**src/rtl/pipeline_hazard_ctrl.sv**
```systemverilog
// Hazard/sequencing controller for the 5-stage RV32I pipeline: EX forwarding, load-use bubbles,
// branch/jump flushes, data-memory wait freeze with timeout, and stall/flush event counters.
module pipeline_hazard_ctrl #(
    parameter int MEM_TIMEOUT = 256,
    parameter int CNT_W       = 32
) (
    input  logic             clk,
    input  logic             rst,
    input  logic [4:0]       if_rs1,
    input  logic [4:0]       if_rs2,
    input  logic [4:0]       ex_rs1,
    input  logic [4:0]       ex_rs2,
    input  logic [4:0]       ex_rd,
    input  logic             ex_is_load,
    input  logic             ex_pc_src,
    input  logic [4:0]       mem_rd,
    input  logic             mem_reg_we,
    input  logic             mem_req,
    input  logic             mem_ready,
    input  logic [4:0]       wb_rd,
    input  logic             wb_reg_we,
    output logic [1:0]       forward_a,
    output logic [1:0]       forward_b,
    output logic             stall_fetch,
    output logic             stall_decode,
    output logic             stall_back,
    output logic             flush_fetch,
    output logic             flush_decode,
    output logic             mem_timeout,
    output logic [CNT_W-1:0] stall_cycles,
    output logic [CNT_W-1:0] flush_events
);

    localparam int WAIT_W = $clog2(MEM_TIMEOUT + 1);
    // The stall cycle spent in RUN counts toward the timeout, so the counter enters MEM_WAIT at 1.
    localparam logic [WAIT_W-1:0] WAIT_MAX = WAIT_W'(MEM_TIMEOUT - 1);

    typedef enum logic [0:0] {
        ST_RUN      = 1'b0,
        ST_MEM_WAIT = 1'b1
    } state_t;

    state_t            state_r;
    state_t            state_nxt_s;
    logic [WAIT_W-1:0] wait_cnt_r;
    logic [WAIT_W-1:0] wait_cnt_nxt_s;
    logic              load_use_s;
    logic [CNT_W-1:0]  stall_cnt_r;
    logic [CNT_W-1:0]  flush_cnt_r;

    function automatic logic [1:0] fwd_sel(
        input logic       m_we,
        input logic [4:0] m_rd,
        input logic       w_we,
        input logic [4:0] w_rd,
        input logic [4:0] rs
    );
        logic [1:0] sel;
        if (m_we && (m_rd != 5'd0) && (m_rd == rs)) begin
            sel = 2'b10;
        end else if (w_we && (w_rd != 5'd0) && (w_rd == rs)) begin
            sel = 2'b01;
        end else begin
            sel = 2'b00;
        end
        return sel;
    endfunction

    // Operand forwarding selects and load-use detection
    always_comb begin
        forward_a  = fwd_sel(mem_reg_we, mem_rd, wb_reg_we, wb_rd, ex_rs1);
        forward_b  = fwd_sel(mem_reg_we, mem_rd, wb_reg_we, wb_rd, ex_rs2);
        load_use_s = ex_is_load && (ex_rd != 5'd0) && ((ex_rd == if_rs1) || (ex_rd == if_rs2));
    end

    // State and wait-counter register
    always_ff @(posedge clk) begin
        if (rst) begin
            state_r    <= ST_RUN;
            wait_cnt_r <= '0;
        end else begin
            state_r    <= state_nxt_s;
            wait_cnt_r <= wait_cnt_nxt_s;
        end
    end

    // Next-state and wait-counter logic
    always_comb begin
        state_nxt_s    = ST_RUN;
        wait_cnt_nxt_s = '0;
        case (state_r)
            ST_RUN: begin
                if (mem_req && !mem_ready) begin
                    state_nxt_s    = ST_MEM_WAIT;
                    wait_cnt_nxt_s = WAIT_W'(1);
                end else begin
                    state_nxt_s    = ST_RUN;
                    wait_cnt_nxt_s = '0;
                end
            end
            ST_MEM_WAIT: begin
                if (mem_ready || (wait_cnt_r == WAIT_MAX)) begin
                    state_nxt_s    = ST_RUN;
                    wait_cnt_nxt_s = '0;
                end else begin
                    state_nxt_s    = ST_MEM_WAIT;
                    wait_cnt_nxt_s = wait_cnt_r + WAIT_W'(1);
                end
            end
            default: begin
                state_nxt_s    = ST_RUN;
                wait_cnt_nxt_s = '0;
            end
        endcase
    end

    // Stall/flush/timeout outputs; memory wait beats redirect, redirect beats load-use
    always_comb begin
        stall_fetch  = 1'b0;
        stall_decode = 1'b0;
        stall_back   = 1'b0;
        flush_fetch  = 1'b0;
        flush_decode = 1'b0;
        mem_timeout  = 1'b0;
        case (state_r)
            ST_RUN: begin
                if (mem_req && !mem_ready) begin
                    stall_fetch  = 1'b1;
                    stall_decode = 1'b1;
                    stall_back   = 1'b1;
                end else if (ex_pc_src) begin
                    flush_fetch  = 1'b1;
                    flush_decode = 1'b1;
                end else if (load_use_s) begin
                    stall_fetch  = 1'b1;
                    stall_decode = 1'b1;
                    flush_decode = 1'b1;
                end else begin
                    stall_fetch  = 1'b0;
                end
            end
            ST_MEM_WAIT: begin
                stall_fetch  = 1'b1;
                stall_decode = 1'b1;
                stall_back   = 1'b1;
                mem_timeout  = !mem_ready && (wait_cnt_r == WAIT_MAX);
            end
            default: begin
                stall_fetch  = 1'b0;
            end
        endcase
    end

    // Performance counters, wrapping modulo 2^CNT_W
    always_ff @(posedge clk) begin
        if (rst) begin
            stall_cnt_r <= '0;
            flush_cnt_r <= '0;
        end else begin
            stall_cnt_r <= stall_cnt_r + {{(CNT_W-1){1'b0}}, stall_fetch};
            flush_cnt_r <= flush_cnt_r + {{(CNT_W-1){1'b0}}, (flush_fetch | flush_decode)};
        end
    end

    assign stall_cycles = stall_cnt_r;
    assign flush_events = flush_cnt_r;

endmodule

```
**config.mk**
```make
export PLATFORM = sky130hd
export DESIGN_NAME = pipeline_hazard_ctrl
export DESIGN_NICKNAME = d
export VERILOG_FILES = /design/src/rtl/pipeline_hazard_ctrl.sv
export SDC_FILE = /design/constraint.sdc
export NUM_CORES = 1
export LEC_CHECK = 0
export BUFFER_PORTS_ARGS = -buffer_cell sky130_fd_sc_hd__buf_4
export CAP_MARGIN = 10
export CORE_ASPECT_RATIO = 0.8
export CORE_MARGIN = 1
export CORE_UTILIZATION = 50
export DETAILED_ROUTE_END_ITERATION = 10
export PLACE_DENSITY_LB_ADDON = 0.2
export SYNTH_ARGS = -nofsm -noshare
export SYNTH_HDL_FRONTEND = slang
export SYNTH_SLANG_ARGS = --single-unit
```
**constraint.sdc**
```tcl
create_clock -name clk -period 6.4 [get_ports clk]
set_input_delay 0.64 -clock clk [delete_from_list [all_inputs] [get_ports clk]]
set_output_delay 0.64 -clock clk [all_outputs]
set_load 0.01 [all_outputs]
```
Yosys cells after proc, flatten, opt, wreduce, memory -nomap -nowiden
Index checks and enable logic that the tools add are counted.
{ "word_totals": {"register_bits": 74, "output_inout_bits": 74, "in_bits": 43} }
{ "op_classes": {"reduce_logical": 16, "bitwise_logic": 2, "muxes": 22, "add_sub_neg": 3, "n_eq_ne": 7} }
{ "op_table": {"columns": ["cell", "n"], "rows": [
  ["32-bit by 1-bit adder with 32-bit output", 2],
  ["5-bit == test", 6],
  ["9-bit case mux with 2 select lines", 1],
  ["1-bit 2-to-1 mux", 15],
  ["5-bit nonzero test", 3],
  ["1-bit logical AND", 10],
  ["9-bit by 1-bit adder with 9-bit output, second input constant", 1],
  ["9-bit by 8-bit == test with 1-bit output, second input constant", 1],
  ["9-bit 2-to-1 mux", 1],
  ["1-bit case mux with 2 select lines", 3],
  ["2-bit 2-to-1 mux", 2],
  ["1-bit logical OR", 2],
  ["1-bit logical NOT", 1],
  ["1-bit NOT", 1],
  ["1-bit bitwise OR", 1]
]} }

Depth between registers and ports, before layout
{ "depth": {"depth_word": 9, "mapped_depth": 12} }

Worst setup path before layout
Ideal clock, no wire load.
{ "synth_path": {"path_type": "input port to flip-flop", "startpoint": "in ex_rd[3]", "endpoint": "reg stall_cnt_r[28], in the netlist stall_cycles[28]", "setup_slack_ns": 2.794, "arrival_ns": 3.536, "stages": 12, "setup_ns": 0.071, "path_cell_list": "xor2_1 nor3_1 a22oi_1 o31ai_1 ha_1 ha_1 clkbuf_1 inv_1 or4_1 clkbuf_2 or4_1 a21oi_1"} }
{ "synth_via": {"elab_chain_len": 8, "word_cells_on_any_way": 11, "cone_classes": "add/sub (1); eq/ne (2); mux (4); reduce/logical (4)"} }
{ "synth_rtl": {"columns": ["element", "line_no", "text"], "rows": [
  ["start, declared", "13", "input logic [4:0] ex_rd,"],
  ["5-bit == test / 5-bit nonzero test (equally long branches)", "73", "load_use_s = ex_is_load && (ex_rd != 5'd0) && ((ex_rd == if_rs1) || (ex_rd == if_rs2));"],
  ["1-bit logical OR / 1-bit logical AND (equally long branches)", "73", null],
  ["1-bit logical AND *", "73", null],
  ["1-bit 2-to-1 mux * (3 in a row)", null, null],
  ["1-bit case mux with 2 select lines *", null, null],
  ["named net stall_decode", "25", "output logic stall_decode,"],
  ["32-bit by 1-bit adder with 32-bit output *", "160", "stall_cnt_r <= stall_cnt_r + {{(CNT_W-1){1'b0}}, stall_fetch};"],
  ["end signal, assigned", "160", null],
  ["end, declared", "48", "logic [CNT_W-1:0] stall_cnt_r;"]
]} }
The timed path passes the listed nets; every way through them passes the cells marked *.
A chain may end at the register's enable or synchronous reset.

Worst setup path in the final report
{ "layout_path": {"startpoint": "in ex_rd[3]", "endpoint": "reg stall_cnt_r[30], in the netlist stall_cycles[30]"} }
{ "layout_via": {"elab_chain_len": 8, "word_cells_on_any_way": 11, "cone_classes": "add/sub (1); eq/ne (2); mux (4); reduce/logical (4)"} }
{ "layout_rtl": {"columns": ["element", "line_no", "text"], "rows": [
  ["5-bit == test / 5-bit nonzero test (equally long branches)", "73", null],
  ["1-bit logical OR / 1-bit logical AND (equally long branches)", "73", null],
  ["1-bit logical AND *", "73", null],
  ["1-bit 2-to-1 mux *", "134", "end else if (load_use_s) begin"],
  ["1-bit 2-to-1 mux *", "131", "end else if (ex_pc_src) begin"],
  ["1-bit 2-to-1 mux *", "127", "if (mem_req && !mem_ready) begin"],
  ["1-bit case mux with 2 select lines *", "125", "case (state_r)"],
  ["32-bit by 1-bit adder with 32-bit output *", "160", null]
]} }
Mark *: on every way between the ends. The rest lies on a longest branch, timed or not.

==> metrics.txt <==
status=completed; Max Cap Viol=0; Final ANT Viol Nets=0; Hold Buf Count CTS=0; vias in the first global route=3300; Layout area overhead=28.4%; post-route minimum period=3.40 ns; Layout Skew=roughly 0.013 ns; Synth Flop Type=dfxtp_1; Vert. Die Dim=80.0 µm; Yosys warnings=0; Placer Congestion=0.881; layout cell share with drive strength beyond 1=25.1%; gr ovfl total=0; Lkg Pwr=1.83 nW; port bufs=116; syn_nets=492; Clk pin slew, worst setup/hold paths=roughly 0.070 ns; clk sinks=74; total track usage=approximately a quarter; core area=7390 µm²; CP Capture Type=flop; largest cells by area after synthesis=dfxtp_1 39%, xor2_1 9.7%, or4_1 6.3%; DR vias/cell=5.55; top-area cell type share of the netlist area=39.0%; VDD IR max=0.000124 V; Synth Cell Area=3800 µm²; n_diodes=0; cells resized by post-CTS repair=0; slew of the pin with the lowest slew margin=0.683 ns; fin crit share=53.1%; max-slew violations=0; Hold Path Class=in2reg; TritonCTS clock tree=built; CP Class=in2reg; Max clock buf depth=2; IO Pins=between 100 and 150; CTS Buf Count=9; Residual DRC=0; # H-tree levels=3; TritonRoute pass-1 iters=4; Synth top cells by count=74 x dfxtp_1, 42 x xor2_1, 37 x nor2_1, 36 x a21oi_1, 32 x or4_1; Seq cells post-synth=74; Hold Vio Cnt, Final=0; nets=between 500 and 600; worst-path maximum fanout=8; post-CTS setup buffers=0; post-DP HPWL=6460 µm; RSZ-0062 raised after global routing=no; area leader, netlist=dfxtp_1; asr flop ratio synth=0%; Fillers=636; Starting Density=51.4%; detailed-route via count=3655; Crit path required time=6.67 ns; Mean Syn Cell Area=around 8.6 µm²; register area share after synthesis=between 30 and 40%; Post-synth EDFFs=0; number of core rows=28; Avg WL per Cell=13.4 µm; Data arrival, critical path=3.67 ns; final core occ=between 60% and 70%; First DRT Iteration DRCs=167; initial antenna violation count=0; Pwr Density=176 nW/µm²; largest net degree at the start of global routing=69; most numerous cell in the Yosys netlist=dfxtp_1; CP startpoint kind=primary input; first-pass GRT wire length=14900 µm; Final setup viols=0; Clock Latency Late Sink=0.35 ns; Total Routed Length=8840 µm; Syn Inst Count=443; Rel. slew slack=a little over half; Root Driver=clkbuf_8; post-synth cell types=35; setup_tns=0 ns; Max Clock Freq=294 MHz; total die area=7950 µm²; Die X=99.5 µm
## worst max-delay path, stage by stage
cell and delay (ns):
buf_4 0.12, xor2_1 0.16, nor3_1 0.20, a22oi_1 0.15, o31ai_1 0.40, ha_1 0.31
ha_1 0.31, inv_1 0.07, or4_1 0.65, or4_1 0.51, a21oi_1 0.14
## path summary, 6_finish.rpt
check / from / end / slack, ns / cells after the start
setup / recovery: ex_rd[3] / stall_cycles[30] / 3.00 / 11
hold / removal: mem_ready / wait_cnt_r[0] / 0.48 / 2
setup reg to reg: state_r / flush_events[28] / 3.36 / 9
hold reg to reg: stall_cycles[31] / stall_cycles[31] / 0.48 / 2
## metal layers
metal	up-vias	routed length [µm]	GRT usage (%)
met4	0	232	9.26
met5	-	0	0
li1	1849	-	-
met1	1692	4030	28.1
met2	93	4260	39.8
met3	21	320	6.22
## metrics by stage
| step | setup WS, ns | total power [mW] | hold WS, ns | instance area (µm²) | std cells |
|---|---|---|---|---|---|
| after global routing | 2.79 | 0.894 | 0.466 | 4880 | 659 |
| after detailed placement | 2.65 | 0.553 | 0.471 | 4710 | 643 |
| after CTS | 3.00 | 0.869 | 0.460 | 4880 | 659 |
| after floorplan | 2.79 | 0.512 | 0.472 | 3800 | 443 |
| after global placement | 2.76 | 0.550 | 0.468 | 4710 | 643 |
| final | 3.00 | 0.858 | 0.476 | 4880 | 659 |
## cell type report
type	instances	area, µm²	share of cell area [%]
sequential	74	1480	30.4
multi-input combinational	333	2170	44.4
timing repair buffer	116	871	17.9
clock buffer	9	124	2.54
tap	105	131	2.69
inverter	15	56.3	1.15
clock inverter	7	46.3	0.949
## report_power, final
group          total, mW  switching, mW  internal (mW)  leakage (nW)
Combinational     0.0755         0.0363         0.0392          1.14
Sequential         0.467        0.00338          0.463         0.597
Clock              0.315          0.176          0.140        0.0927
## state kept, by name, indices dropped and copies added, names as in the netlist
| name | cells |
|---|---|
| state_r | 1 |
| flush_events | 32 |
| wait_cnt_r | 9 |
| stall_cycles | 32 |
## cell families after synthesis
kind of cell	share of synthesized area, %
AO/OA/AOI/OAI	12.5
XOR/XNOR	13.8
adder cells (fa/ha/maj)	1.98
buffers and inverters	3.95
flip-flops	39.0
multiplexers	0.560
AND/OR/NAND/NOR	28.2
## layout by cell type, fill, tap and decap left out, drive strengths merged, types with 2 or more instances in the layout
cell      n
o21ai    13
nand4    17
clkbuf    9
nand3    25
xor2     42
or4b      2
nand2    21
ha        6
xnor2    18
and3      3
buf     116
clkinv    7
dfxtp    74
nor3      5
nor2b     5
o31ai    27
nor4     12
and4     11
or3      14
or4      33
inv      15
a21oi    36
nor2     37
No activity file was read; power rests on OpenSTA's default activity.
